===== config.mk =====
export PLATFORM = sky130hd
export DESIGN_NAME = stage4_mem
export DESIGN_NICKNAME = d
export VERILOG_FILES = /design/src/rtl/stage4_mem_pkg.sv /design/src/rtl/mem_load_align.sv /design/src/rtl/stage4_mem.sv
export SDC_FILE = /design/constraint.sdc
export NUM_CORES = 1
export LEC_CHECK = 0
export ABC_AREA = 1
export BUFFER_PORTS_ARGS = -buffer_cell sky130_fd_sc_hd__buf_2
export CELL_PAD_IN_SITES_DETAIL_PLACEMENT = 0
export CELL_PAD_IN_SITES_GLOBAL_PLACEMENT = 1
export CORE_MARGIN = 5
export CORE_UTILIZATION = 28
export CTS_CLUSTER_SIZE = 40
export DETAILED_ROUTE_END_ITERATION = 7
export PLACE_DENSITY_LB_ADDON = 0.25
export SYNTH_ARGS = -nofsm -noshare
export SYNTH_HDL_FRONTEND = slang
export SYNTH_HIERARCHICAL = 1
export SYNTH_SLANG_ARGS = --single-unit

===== constraint.sdc =====
create_clock -name clk -period 4.25 [get_ports clk]
set_clock_uncertainty 0.15 [all_clocks]
set_input_delay 0.2125 -clock clk [delete_from_list [all_inputs] [get_ports clk]]
set_output_delay 0.2125 -clock clk [all_outputs]
set_load 0.02 [all_outputs]

===== src/rtl/stage4_mem_pkg.sv =====
// Shared widths and load-op bit positions for the MEM pipeline stage.
// Bus layouts are fixed-field concatenations with ex_bus at the top.
package stage4_mem_pkg;

   localparam int EX_BUS_W       = 8;
   localparam int ES_FIXED_W     = 76;   // mem_req + load_op + alu_result + dest + gr_we + pc
   localparam int MS_FIXED_W     = 70;   // final_result + dest + gr_we + pc
   localparam int ES_TO_MS_BUS_W = EX_BUS_W + ES_FIXED_W;
   localparam int MS_TO_WS_BUS_W = EX_BUS_W + MS_FIXED_W;
   localparam int MS_TO_DS_BUS_W = 39;

   localparam int LOAD_OP_W = 5;
   localparam int LD_B      = 0;
   localparam int LD_BU     = 1;
   localparam int LD_H      = 2;
   localparam int LD_HU     = 3;
   localparam int LD_W      = 4;

   function automatic logic [31:0] extend16(input logic [15:0] v, input logic sign);
      return {{16{sign & v[15]}}, v};
   endfunction

   function automatic logic [31:0] extend8(input logic [7:0] v, input logic sign);
      return {{24{sign & v[7]}}, v};
   endfunction

endpackage


===== src/rtl/mem_load_align.sv =====
// Picks the addressed byte/halfword out of a load word and sign/zero extends it.
module mem_load_align
   import stage4_mem_pkg::*;
(
   input  logic [31:0]          rdata,
   input  logic [1:0]           offset,
   input  logic [LOAD_OP_W-1:0] load_op,
   output logic [31:0]          result
);

   logic [31:0] shifted;
   logic [15:0] half_lane;

   always_comb begin
      shifted   = rdata >> {offset, 3'b000};
      half_lane = offset[1] ? rdata[31:16] : rdata[15:0];
      result    = rdata;
      if (load_op[LD_B])
         result = extend8(shifted[7:0], 1'b1);
      else if (load_op[LD_BU])
         result = extend8(shifted[7:0], 1'b0);
      else if (load_op[LD_H])
         result = extend16(half_lane, 1'b1);
      else if (load_op[LD_HU])
         result = extend16(half_lane, 1'b0);
   end

endmodule


===== src/rtl/stage4_mem.sv =====
// MEM pipeline stage: holds one instruction, waits for its data response,
// buffers it when WB stalls, and drops responses that belong to flushed requests.
module stage4_mem
   import stage4_mem_pkg::*;
#(
   parameter int WIDTH_ES_TO_MS_BUS = ES_TO_MS_BUS_W,
   parameter int WIDTH_MS_TO_WS_BUS = MS_TO_WS_BUS_W
) (
   input  logic                          clk,
   input  logic                          reset,
   input  logic                          es_to_ms_valid,
   input  logic [WIDTH_ES_TO_MS_BUS-1:0] es_to_ms_bus,
   output logic                          ms_allow_in,
   output logic                          ms_to_ws_valid,
   output logic [WIDTH_MS_TO_WS_BUS-1:0] ms_to_ws_bus,
   input  logic                          ws_allow_in,
   input  logic                          flush,
   input  logic                          es_kill_req,
   input  logic                          data_sram_data_ok,
   input  logic [31:0]                   data_sram_rdata,
   output logic [MS_TO_DS_BUS_W-1:0]     ms_to_ds_bus
);

   localparam int EXW = WIDTH_ES_TO_MS_BUS - ES_FIXED_W;

   logic [WIDTH_ES_TO_MS_BUS-1:0] bus_reg;
   logic                          ms_valid;
   logic [31:0]                   resp_buf;
   logic                          resp_buf_v;
   logic [1:0]                    discard_cnt;
   logic [1:0]                    discard_nxt;

   logic [EXW-1:0]       ex_bus;
   logic                 mem_req;
   logic [LOAD_OP_W-1:0] load_op;
   logic [31:0]          alu_result;
   logic [4:0]           dest;
   logic                 gr_we;
   logic [31:0]          pc;

   logic        resp_hit;
   logic        wait_resp;
   logic        ms_ready_go;
   logic        handoff;
   logic [31:0] load_data;
   logic [31:0] aligned;
   logic [31:0] final_result;

   assign ex_bus     = bus_reg[WIDTH_ES_TO_MS_BUS-1 -: EXW];
   assign mem_req    = bus_reg[75];
   assign load_op    = bus_reg[74:70];
   assign alu_result = bus_reg[69:38];
   assign dest       = bus_reg[37:33];
   assign gr_we      = bus_reg[32];
   assign pc         = bus_reg[31:0];

   // A response only belongs to the resident instruction once all stale ones are drained.
   assign resp_hit       = data_sram_data_ok && (discard_cnt == 2'd0);
   assign wait_resp      = ms_valid && mem_req && !resp_buf_v;
   assign ms_ready_go    = !wait_resp || resp_hit;
   assign ms_allow_in    = !ms_valid || (ms_ready_go && ws_allow_in);
   assign ms_to_ws_valid = ms_valid && ms_ready_go && !flush;
   assign handoff        = ms_to_ws_valid && ws_allow_in;

   assign discard_nxt = discard_cnt
                      + 2'(flush && wait_resp && !resp_hit)
                      + 2'(es_kill_req)
                      - 2'(data_sram_data_ok && (discard_cnt != 2'd0));

   always_ff @(posedge clk or posedge reset) begin
      if (reset) begin
         ms_valid    <= 1'b0;
         bus_reg     <= '0;
         discard_cnt <= 2'd0;
      end else begin
         discard_cnt <= discard_nxt;
         if (flush)
            ms_valid <= 1'b0;
         else if (ms_allow_in)
            ms_valid <= es_to_ms_valid;
         if (es_to_ms_valid && ms_allow_in)
            bus_reg <= es_to_ms_bus;
      end
   end

   always_ff @(posedge clk or posedge reset) begin
      if (reset) begin
         resp_buf   <= 32'd0;
         resp_buf_v <= 1'b0;
      end else if (flush || handoff) begin
         resp_buf_v <= 1'b0;
      end else if (wait_resp && resp_hit && !ws_allow_in) begin
         resp_buf   <= data_sram_rdata;
         resp_buf_v <= 1'b1;
      end
   end

   assign load_data = resp_buf_v ? resp_buf : data_sram_rdata;

   mem_load_align u_align (
      .rdata   (load_data),
      .offset  (alu_result[1:0]),
      .load_op (load_op),
      .result  (aligned)
   );

   assign final_result = (|load_op) ? aligned : alu_result;
   assign ms_to_ws_bus = {ex_bus, final_result, dest, gr_we, pc};
   assign ms_to_ds_bus = {ms_valid && (|load_op) && !ms_ready_go,
                          ms_valid && gr_we,
                          dest,
                          final_result};

endmodule


==> run summary, run 1 <==
Synth Area per Inst = 7.37 um^2
Post-synth EDFFs = 0
Slowest cell on crit path = dfrtp_1
Yosys warning total = 6
Worst vdd ir = 242 uV
# IOs = 242
Net Count, Synth = 1151
I/O Buffers = 241
Largest net degree at the start of global routing = 86
Finished Layout Cells = 1618
Cell breakdown of the critical path = buf_4 > mux2_2 > inv_1 > nand2_1 > nand3_1 > nand3_1 > nand2_1 > inv_1 > nand2_1 > o21ai_0 > buf_2
CTS Buf Count = 17
Sequential element share of the synthesized area = 39.7%
Crit path DAT = 2.96 ns
Finished Cell Area = 0.0101 mm^2
Rel. slew slack = 33.9%
Syn-to-layout area delta = 33.7%
Critical path peak fanout = 19
Post-CTS Hold Fix Bufs = 120
Final hold viol count = 0
Minimum clock period = 3.33 ns
Final slew viol count = 0
Hold Path Depth = 3
Final setup margin = 0.924 ns
Worst Setup Slack post-DPL = 1.39 ns
Part of the power in registers = 31.4%
Worst setup EP type = output pin
Worst r2r dst = bus_reg[52]$_DFFE_PP0P_
Worst reg2reg startpoint = resp_buf_v$_DFFE_PP0P_
Total wire length = 26.0 mm
Max reg flops = 84
Starting Density = 28.2%
Setup slack, reg-to-reg = 1.56 ns
Row Count = 60
Die ar. = 0.0304 mm^2
Clock share of power = 30.7%
Count leader, synth = nand2_1
Detail Route Antenna Nets = 0
Die width = 174 um
Number of synthesized register bits = 120
Detailed Route Iter0 Violations = 424
First-pass GRT wire length = 41.9 mm
Number of global-route vias before repair = 7601
WHS Endpoint = ms_valid$_DFFE_PP0P_
Netlist Area Pre-Place = 0.00756 mm^2
Leakage = 5.61 nW
Share of cells above drive strength 1 = 26.2%
Post-synth ARST share = 100%
Synth Flop Type = dfrtp_1
Met3 Usage GRT = 3.96%
RSZ-0062 raised after global routing = no
Netlist cell types = 33
Area leader, netlist = dfrtp_1
Synth Instances = 1026
Net load switching power = 2.06 mW
Post-DR vias/cell = 4.52
Area fraction of the dominant cell type after synthesis = 39.7%
Die height = 174 um
Final Cycle Share = 78.3%
Dpl cell area = 0.00831 mm^2
Antenna violations before repair = 0
HP Class = in -> reg
Final setup violating endpoints = 0
DRC = 0
Placed cells = 1466
Clk root buf = clkbuf_16
Comb pwr share = 37.8%
Maximum clock frequency = 0.301 GHz
Drt pass-1 iters = 5
M2 GR Usage = 28.5%
Status = finished, final reports clean
GRT Total Usage = 17.1%
Most frequent CP cell = nand2_1
PwrDens = 486 mW/mm^2
Core area = 0.0268 mm^2
Post-detail-place hpwl = 17.6 mm
Post-CTS setup repair buffer count = 0
Vias = 7314
DR WL/cell = 16.1 um
Worst hold path startpoint = es_to_ms_valid
Final nets = 1389
CP peak stage delay = 0.76 ns
Startpoint Class = flip-flop
Switching share of power = 41.9%
Ant diodes = 0
CTS resizes = 0
CTS sink count = 120
Worst EP required = 3.89 ns
MaxCap Viol Count = 0
Met1 Resource Use GR = 22.7%
Internal = 2.85 mW
Clk_lat worst skew = 0.42 ns
Clock slew at reported path FFs = 0.07 ns
TNS Setup = 0 ns
Total grt overflow = 0
R2R cell count = 6
Clock Path Buffers = 2
H-tree depth = 4
Slew @ Worst Pin = 0.991 ns
Top cells by area, synth = dfrtp_1, nand2_1, buf_4
GR peak layer = met2
Most common library cells after synthesis = nand2_1, dfrtp_1, buf_4
Placer Congestion = 0.817
Crit path kind = reg -> out
CTS tree = done
-- worst max path at each step --
| stage | start | to | depth (start not counted) |
|---|---|---|---|
| 5_1_grt | resp_buf_v$_DFFE_PP0P_ | ms_to_ds_bus[9] | 10 |
| 3_3_place_gp | resp_buf_v$_DFFE_PP0P_ | ms_to_ws_bus[47] | 10 |
| 2_1_floorplan | reset | bus_reg[0]$_DFFE_PP0P_ | 1 |
| 6_report | resp_buf_v$_DFFE_PP0P_ | ms_to_ds_bus[5] | 11 |
| 4_1_cts | resp_buf_v$_DFFE_PP0P_ | ms_to_ds_bus[9] | 10 |
| 3_5_place_dp | resp_buf_v$_DFFE_PP0P_ | ms_to_ds_bus[9] | 10 |
-- worst max-delay path, delay by kind of cell (launching register included) --
kind	cells	cell delay (ns)
muxes	1	0.39
DFF	1	0.76
AOI/OAI and AO/OA	1	0.17
buffers and inverters	4	0.73
and+or+nand+nor	5	0.47
-- final cells by class --
| class | count | area, um^2 |
|---|---|---|
| clock buffer | 17 | 425 |
| multi-input combinational | 666 | 3240 |
| clock inverter | 15 | 175 |
| fill | 2855 | 16700 |
| tap | 341 | 427 |
| timing repair buffer | 371 | 2500 |
| sequential | 120 | 3000 |
| inverter | 88 | 338 |
-- stage by stage --
step | utilization [%] | total power [mW] | hold slack (ns)
final | 37.7 | 4.91 | 0.154
after global routing | 37.7 | 5.25 | 0.158
after CTS | 37.7 | 4.99 | 0.128
after detailed placement | 31.0 | 3.36 | 0.225
after global placement | 31.0 | 3.36 | 0.227
after floorplan | - | 3.01 | 0.126
-- per-layer routing --
metal | up-vias | part of all wire [%]
li1 | 3673 | -
met1 | 3413 | 45
met2 | 205 | 48
met3 | 23 | 5.2
met4 | 0 | 1.2
met5 | - | 0
-- logic make-up (layout without fill, tap and decap cells) --
logic type / after synthesis / after routing / share of synthesized area (%)
mux: 32 / 32 / 4.77
flops: 120 / 120 / 39.7
compound gates: 38 / 38 / 2.60
buf+inv: 240 / 491 / 17.7
xor+xnor: 2 / 2 / 0.232
fa+ha+maj: 2 / 2 / 0.430
simple gates: 592 / 592 / 34.6
-- cells in the final DEF (no fill, tap or decap), drive strengths merged, types with 2 or more instances in the layout --
cell	instances
nand4	84
inv	97
nand3	81
dlygate4sd3	120
nand2	412
clkbuf	17
dfrtp	120
xnor2	2
nor3	2
nor2	11
a21oi	2
clkinvlp	2
buf	251
clkinv	3
a31oi	2
mux2	32
o21ai	34
-- power by group through the flow --
stage          Sequential (mW)  Combinational (mW)  Clock, mW
2_1_floorplan             1.50                1.51          0
3_3_place_gp              1.56                1.80          0
3_5_place_dp              1.56                1.80          0
4_1_cts                   1.54                1.89       1.55
5_1_grt                   1.57                2.07       1.60
6_report                  1.54                1.86       1.51
No activity file was read; power rests on OpenSTA's default activity.
==> run 2, diff against run 1 <==
- clock period: 4.25 -> 2.7 ns (I/O delays scaled with it)
==> run 2 against run 1 <==
Net effect: final cell count increased by 0.99%; non-clock buffer count increased by 12; wire length increased by 2.8%; flip-flop and latch count unchanged; combinational power increased by 69%; critical path depth unchanged.
==> run summary, run 2 (synthesis gave the netlist of run 1 again) <==
R2R cell count = 8 (+2)
Slowest cell on crit path = dfrtp_2
Final nets = 1404 (+1.1%)
Worst EP required = 2.41 ns (-1.48 ns)
Vias = 7461 (+2.0%)
Worst hold path startpoint = data_sram_data_ok
Antenna violations before repair = 0 (unchanged)
Final setup violating endpoints = 0 (unchanged)
Most frequent cells in the layout = nand2_1, buf_2, dlygate4sd3_1
Most frequent CP cell = nand2_1
Post-layout util = 38.8% (+1.1 points)
Buf/Inv on CP = 3 (-1)
Die width = 174 um (unchanged)
Clk_lat worst skew = 0.42 ns (about the same)
Syn-to-layout area delta = 37.7%
DR WL/cell = 16.3 um (+1.8%)
Total wire length = 26.7 mm (+2.8%)
I/O Buffers = 241 (unchanged)
MaxCap Viol Count = 0 (unchanged)
First-pass GRT wire length = 42.8 mm (+2.0%)
Status = finished, final reports clean
Clk root buf = clkbuf_16
Worst r2r dst = bus_reg[5]$_DFFE_PP0P_
CP top delay family = simple AND/OR/NAND/NOR gates
Final setup margin = 0.0583 ns (-0.865 ns)
PwrDens = 757 mW/mm^2 (+56%)
# IOs = 242 (unchanged)
Startpoint Class = flip-flop
Leakage = 5.74 nW (+2.3%)
Die height = 174 um (unchanged)
Core area = 0.0268 mm^2 (unchanged)
Detailed Route Iter0 Violations = 432 (+1.9%)
Row Count = 60 (unchanged)
Crit path kind = reg -> out
DRC = 0 (unchanged)
Placed cells = 1471 (+0.34%)
Hold Path Depth = 6 (+3)
Worst vdd ir = 455 uV (+88%)
# fillers = 2841 (-0.49%)
H-tree depth = 4 (unchanged)
Critical path peak fanout = 8 (-11)
Clock Path Buffers = 2 (unchanged)
CTS tree = done
Number of global-route vias before repair = 7791 (+2.5%)
Drt pass-1 iters = 5 (unchanged)
CTS sink count = 120 (unchanged)
HP Class = in -> reg
Pwr Total = 7.88 mW (+60%)
Worst setup EP type = output pin
Post-DR vias/cell = 4.57 (+1.0%)
Rel. slew slack = 35.0% (+1.0 points)
Minimum clock period = 2.64 ns
Final slew viol count = 0 (unchanged)
Worst Setup Slack post-DPL = 0.119 ns (-1.27 ns)
Maximum clock frequency = 0.379 GHz
GRT Total Usage = 17.4% (+0.29 points)
Largest net degree at the start of global routing = 121 (+41%)
Commonest non-fill, non-tap cell in the layout = nand2_1
Setup slack, reg-to-reg = 0.62 ns (-0.94 ns)
Worst reg2reg startpoint = resp_buf_v$_DFFE_PP0P_
Post-detail-place hpwl = 17.9 mm (+1.9%)
Die ar. = 0.0304 mm^2 (unchanged)
CTS Buf Count = 17 (unchanged)
Slew @ Worst Pin = 0.976 ns (-0.0153 ns)
Placer Congestion = 0.850 (+3.9%)
Share of cells above drive strength 1 = 28.2% (+1.9 points)
Finished Layout Cells = 1634 (+0.99%)
Cell breakdown of the critical path = buf_4 > mux2_2 > inv_1 > nand2_1 > nand3_2 > nand2_4 > nand2_4 > nand2_1 > nand2_1 > o21ai_1 > buf_2
Total grt overflow = 0 (unchanged)
Final hold viol count = 0 (unchanged)
Crit path DAT = 2.36 ns (-0.60 ns)
CP peak stage delay = 0.50 ns (-0.26 ns)
Detail Route Antenna Nets = 0 (unchanged)
Clock slew at reported path FFs = 0.07 ns (about the same)
Starting Density = 28.2% (unchanged)
Final Cycle Share = 97.8%
Max reg flops = 84 (unchanged)
RSZ-0062 raised after global routing = yes
WHS Endpoint = discard_cnt[1]$_DFF_PP0_
-- run 2: changes by cell type in the layout (fill, tap and decap cells not counted), sizes merged --
cell / change
bufinv: -1
nand2: +3
clkinv: +2
buf: +12
diode: +1
inv: -2
clkinvlp: +1
-- run 2: layout make-up --
cell class	count	area, um^2	share of cell area (%)
Sequential cell	120	3010	28.9
Tap cell	341	427	4.10
Antenna cell	1	2.50	0.0240
Clock inverter	15	175	1.68
Inverter	88	343	3.29
Multi-Input combinational cell	669	3340	32.1
Timing Repair Buffer	383	2700	25.9
Clock buffer	17	425	4.09
-- run 2: worst register-to-register path: stages (launching register included) --
cell and delay (ns):
dfrtp_2 0.49, buf_8 0.18, buf_4 0.14, nor2_1 0.19, nand2_4 0.10, nand3_4 0.32, buf_4 0.31, nand2_1 0.08
nand2_1 0.06
-- run 2: timing repair --
action | CTS | global route
gates resized for setup | 10 | 56
setup endpoints to repair | 65 | 64
setup buffers | 3 | 4
pin swaps | 1 | 4
hold buffers | 120 | 0
cloned | 2 | 1
hold endpoints to repair | 240 | 0
-- run 2: metrics by stage --
step | setup TNS [ns] | area [um^2] | hold WS [ns]
2_1_floorplan | 0 | 7560 | 0.0485
3_3_place_gp | 0 | 8370 | 0.197
3_5_place_dp | 0 | 8370 | 0.198
4_1_cts | -0.0911 | 10200 | 0.190
5_1_grt | -2.34 | 10400 | 0.239
6_report | 0 | 10400 | 0.206
-- run 2: how the worst max path moves through the flow --
| stage | from | end | slack (ns) | cells past startpoint |
|---|---|---|---|---|
| after global placement | resp_buf_v$_DFFE_PP0P_ | ms_to_ds_bus[15] | 0.17 | 10 |
| final | resp_buf_v$_DFFE_PP0P_ | ms_to_ws_bus[53] | 0.06 | 11 |
| after detailed placement | resp_buf_v$_DFFE_PP0P_ | ms_to_ws_bus[53] | 0.12 | 10 |
| after floorplan | resp_buf_v$_DFFE_PP0P_ | ms_to_ws_bus[48] | 0.28 | 13 |
| after global routing | resp_buf_v$_DFFE_PP0P_ | ms_to_ws_bus[65] | -0.07 | 11 |
| after CTS | resp_buf_v$_DFFE_PP0P_ | ms_to_ds_bus[5] | -0.02 | 11 |
-- run 2: where the power goes --
group	internal, mW	leakage [nW]	switching, mW	total, mW
clock	1.25	0.292	1.06	2.32
sequential	2.17	1.51	0.256	2.42
combinational	1.12	3.94	2.02	3.14
-- run 2: routing by layer --
| metal | part of all wire, % | routed length [um] | up-vias | GRT usage (%) |
|---|---|---|---|---|
| met2 | 48 | 12900 | 186 | 29.6 |
| met3 | 4.9 | 1300 | 19 | 3.76 |
| li1 | - | - | 3703 | - |
| met1 | 46 | 12200 | 3553 | 22.8 |
| met5 | 0 | 0 | - | 0 |
| met4 | 1.1 | 295 | 0 | 3.56 |
==> run 3, diff against run 2 <==
- CORE_ASPECT_RATIO: not set -> 0.6
==> run 3 against run 2 <==
Net effect: die area up 0.36%; count of clock-buffer cells in the layout up 5; cell area up 2.0%; non-clock buffer count up 14; critical path type unchanged.
==> run summary, run 3 (synthesis gave the netlist of run 1 again) <==
Worst setup EP type = output pin
Post-layout util = 40.0% (+1.2 points)
Detail Route Antenna Nets = 0 (unchanged)
Maximum clock frequency = 0.377 GHz (-0.34%)
Post-DR vias/cell = 4.49 (-1.8%)
Share of cells above drive strength 1 = 27.8% (-0.41 points)
CTS Buf Count = 17 (unchanged)
Startpoint Class = flip-flop
RSZ-0062 raised after global routing = yes
Worst r2r dst = bus_reg[71]$_DFFE_PP0P_
Crit path kind = reg -> out
Number of global-route vias before repair = 7371 (-5.4%)
Worst vdd ir = 511 uV (+12%)
Final hold viol count = 0 (unchanged)
Most frequent cells in the layout = nand2_1, buf_2, dlygate4sd3_1
DRC = 0 (unchanged)
Die height = 137 um (-21%)
Drt pass-1 iters = 5 (unchanged)
H-tree depth = 4 (unchanged)
TNS Setup = 0 ns (unchanged)
Worst hold path startpoint = data_sram_data_ok
Starting Density = 28.5% (+0.28 points)
Crit path DAT = 2.37 ns (about the same)
Placed cells = 1499 (+1.9%)
DR WL/cell = 16.5 um (+1.1%)
CTS tree = done
Vias = 7465 (+0.054%)
WHS Endpoint = bus_reg[17]$_DFFE_PP0P_
Rel. slew slack = 56.5% (+22 points)
Total wire length = 27.5 mm (+3.0%)
Final nets = 1416 (+0.85%)
Total grt overflow = 0 (unchanged)
Pwr Total = 8.21 mW (+4.2%)
First-pass GRT wire length = 43.0 mm (+0.65%)
Clk root buf = clkbuf_16
Finished Layout Cells = 1664 (+1.8%)
Final slew viol count = 0 (unchanged)
Worst EP required = 2.41 ns (about the same)
Post-detail-place hpwl = 19.4 mm (+8.6%)
R2R cell count = 8 (unchanged)
Ant diodes = 0 (-1)
Die width = 222 um (+27%)
Final Cycle Share = 98.2% (+0.33 points)
# IOs = 242 (unchanged)
Slew @ Worst Pin = 0.649 ns (-0.326 ns)
Antenna violations before repair = 0 (unchanged)
Worst reg2reg startpoint = resp_buf_v$_DFFE_PP0P_
Setup slack, reg-to-reg = 0.35 ns (-0.27 ns)
Placer Congestion = 0.847 (-0.29%)
Final setup margin = 0.0493 ns (-0.00894 ns)
Row Count = 46 (-23%)
Commonest non-fill, non-tap cell in the layout = nand2_1
Final setup violating endpoints = 0 (unchanged)
GRT Total Usage = 18.0% (+0.60 points)
Max reg flops = 84 (unchanged)
Worst Setup Slack post-DPL = 0.344 ns (+0.226 ns)
Detailed Route Iter0 Violations = 499 (+16%)
Core area = 0.0265 mm^2 (-1.0%)
Minimum clock period = 2.65 ns (+0.00894 ns)
Hold Path Depth = 5 (-1)
CTS sink count = 120 (unchanged)
Clk_lat worst skew = 0.42 ns (about the same)
HP Class = in -> reg
PwrDens = 773 mW/mm^2 (+2.2%)
Largest net degree at the start of global routing = 68 (-44%)
Leakage = 5.80 nW (+1.1%)
Die ar. = 0.0305 mm^2 (+0.36%)
Critical path peak fanout = 8 (unchanged)
Clock Path Buffers = 2 (unchanged)
Syn-to-layout area delta = 40.4%
Clock slew at reported path FFs = 0.06 ns (about the same)
MaxCap Viol Count = 0 (unchanged)
Status = finished, final reports clean
I/O Buffers = 241 (unchanged)
==> run 3: layout make-up <==
| class | instances | area, um^2 |
|---|---|---|
| clock buffer | 22 | 464 |
| fill | 2818 | 15900 |
| sequential | 120 | 3000 |
| multi-input combinational | 667 | 3300 |
| inverter | 88 | 339 |
| timing repair buffer | 397 | 2860 |
| tap | 360 | 450 |
| clock inverter | 10 | 191 |
==> run 3: worst max-delay path by stage <==
| stage | start | to | slack, ns | depth (start not counted) |
|---|---|---|---|---|
| floorplan | resp_buf_v$_DFFE_PP0P_ | ms_to_ws_bus[48] | 0.28 | 13 |
| global placement | resp_buf_v$_DFFE_PP0P_ | ms_to_ds_bus[11] | 0.41 | 11 |
| detailed placement | resp_buf_v$_DFFE_PP0P_ | ms_to_ds_bus[13] | 0.34 | 11 |
| CTS | resp_buf_v$_DFFE_PP0P_ | ms_to_ds_bus[13] | 0.003 | 11 |
| global route | resp_buf_v$_DFFE_PP0P_ | ms_to_ws_bus[47] | -0.06 | 12 |
| finish | resp_buf_v$_DFFE_PP0P_ | ms_to_ds_bus[1] | 0.05 | 12 |
==> run 3: per-layer routing <==
| layer | GRT usage, % | part of all wire [%] | up-vias |
|---|---|---|---|
| li1 | - | - | 3725 |
| met1 | 28.5 | 54 | 3523 |
| met2 | 24.3 | 40 | 194 |
| met3 | 4.11 | 4.4 | 23 |
| met4 | 3.90 | 1.2 | 0 |
| met5 | 0 | 0 | - |
==> run 3: where the power goes <==
part,switching [mW],leakage (nW),internal (mW)
Combinational,2.08,3.98,1.15
Clock,0.876,0.311,1.69
Sequential,0.240,1.51,2.17
==> run 3: stage by stage <==
stage	cell area, um^2	hold slack [ns]
2_1_floorplan	7560	0.0485
3_3_place_gp	8470	0.0241
3_5_place_dp	8470	0.0259
4_1_cts	10400	0.0695
5_1_grt	10600	0.121
6_report	10600	0.0937
==> run 3: what timing repair did <==
item | 4_1_cts | 5_1_grt
endpoints found under the hold margin | 240 | 0
pin swaps | 0 | 3
setup buffers | 1 | 1
endpoints found under the setup margin | 50 | 54
resized for setup | 2 | 59
hold buffers | 129 | 0
cloned | 0 | 2
==> run 3: critical path, stage by stage (launching register included) <==
cell and delay (ns):
dfrtp_2 0.37, buf_12 0.14, buf_6 0.14, mux2_2 0.39
inv_1 0.10, nand2_1 0.06, nand3_1 0.09, nand3_1 0.07
nand2_1 0.07, inv_1 0.04, nand2_1 0.05, o21ai_0 0.19
buf_2 0.23
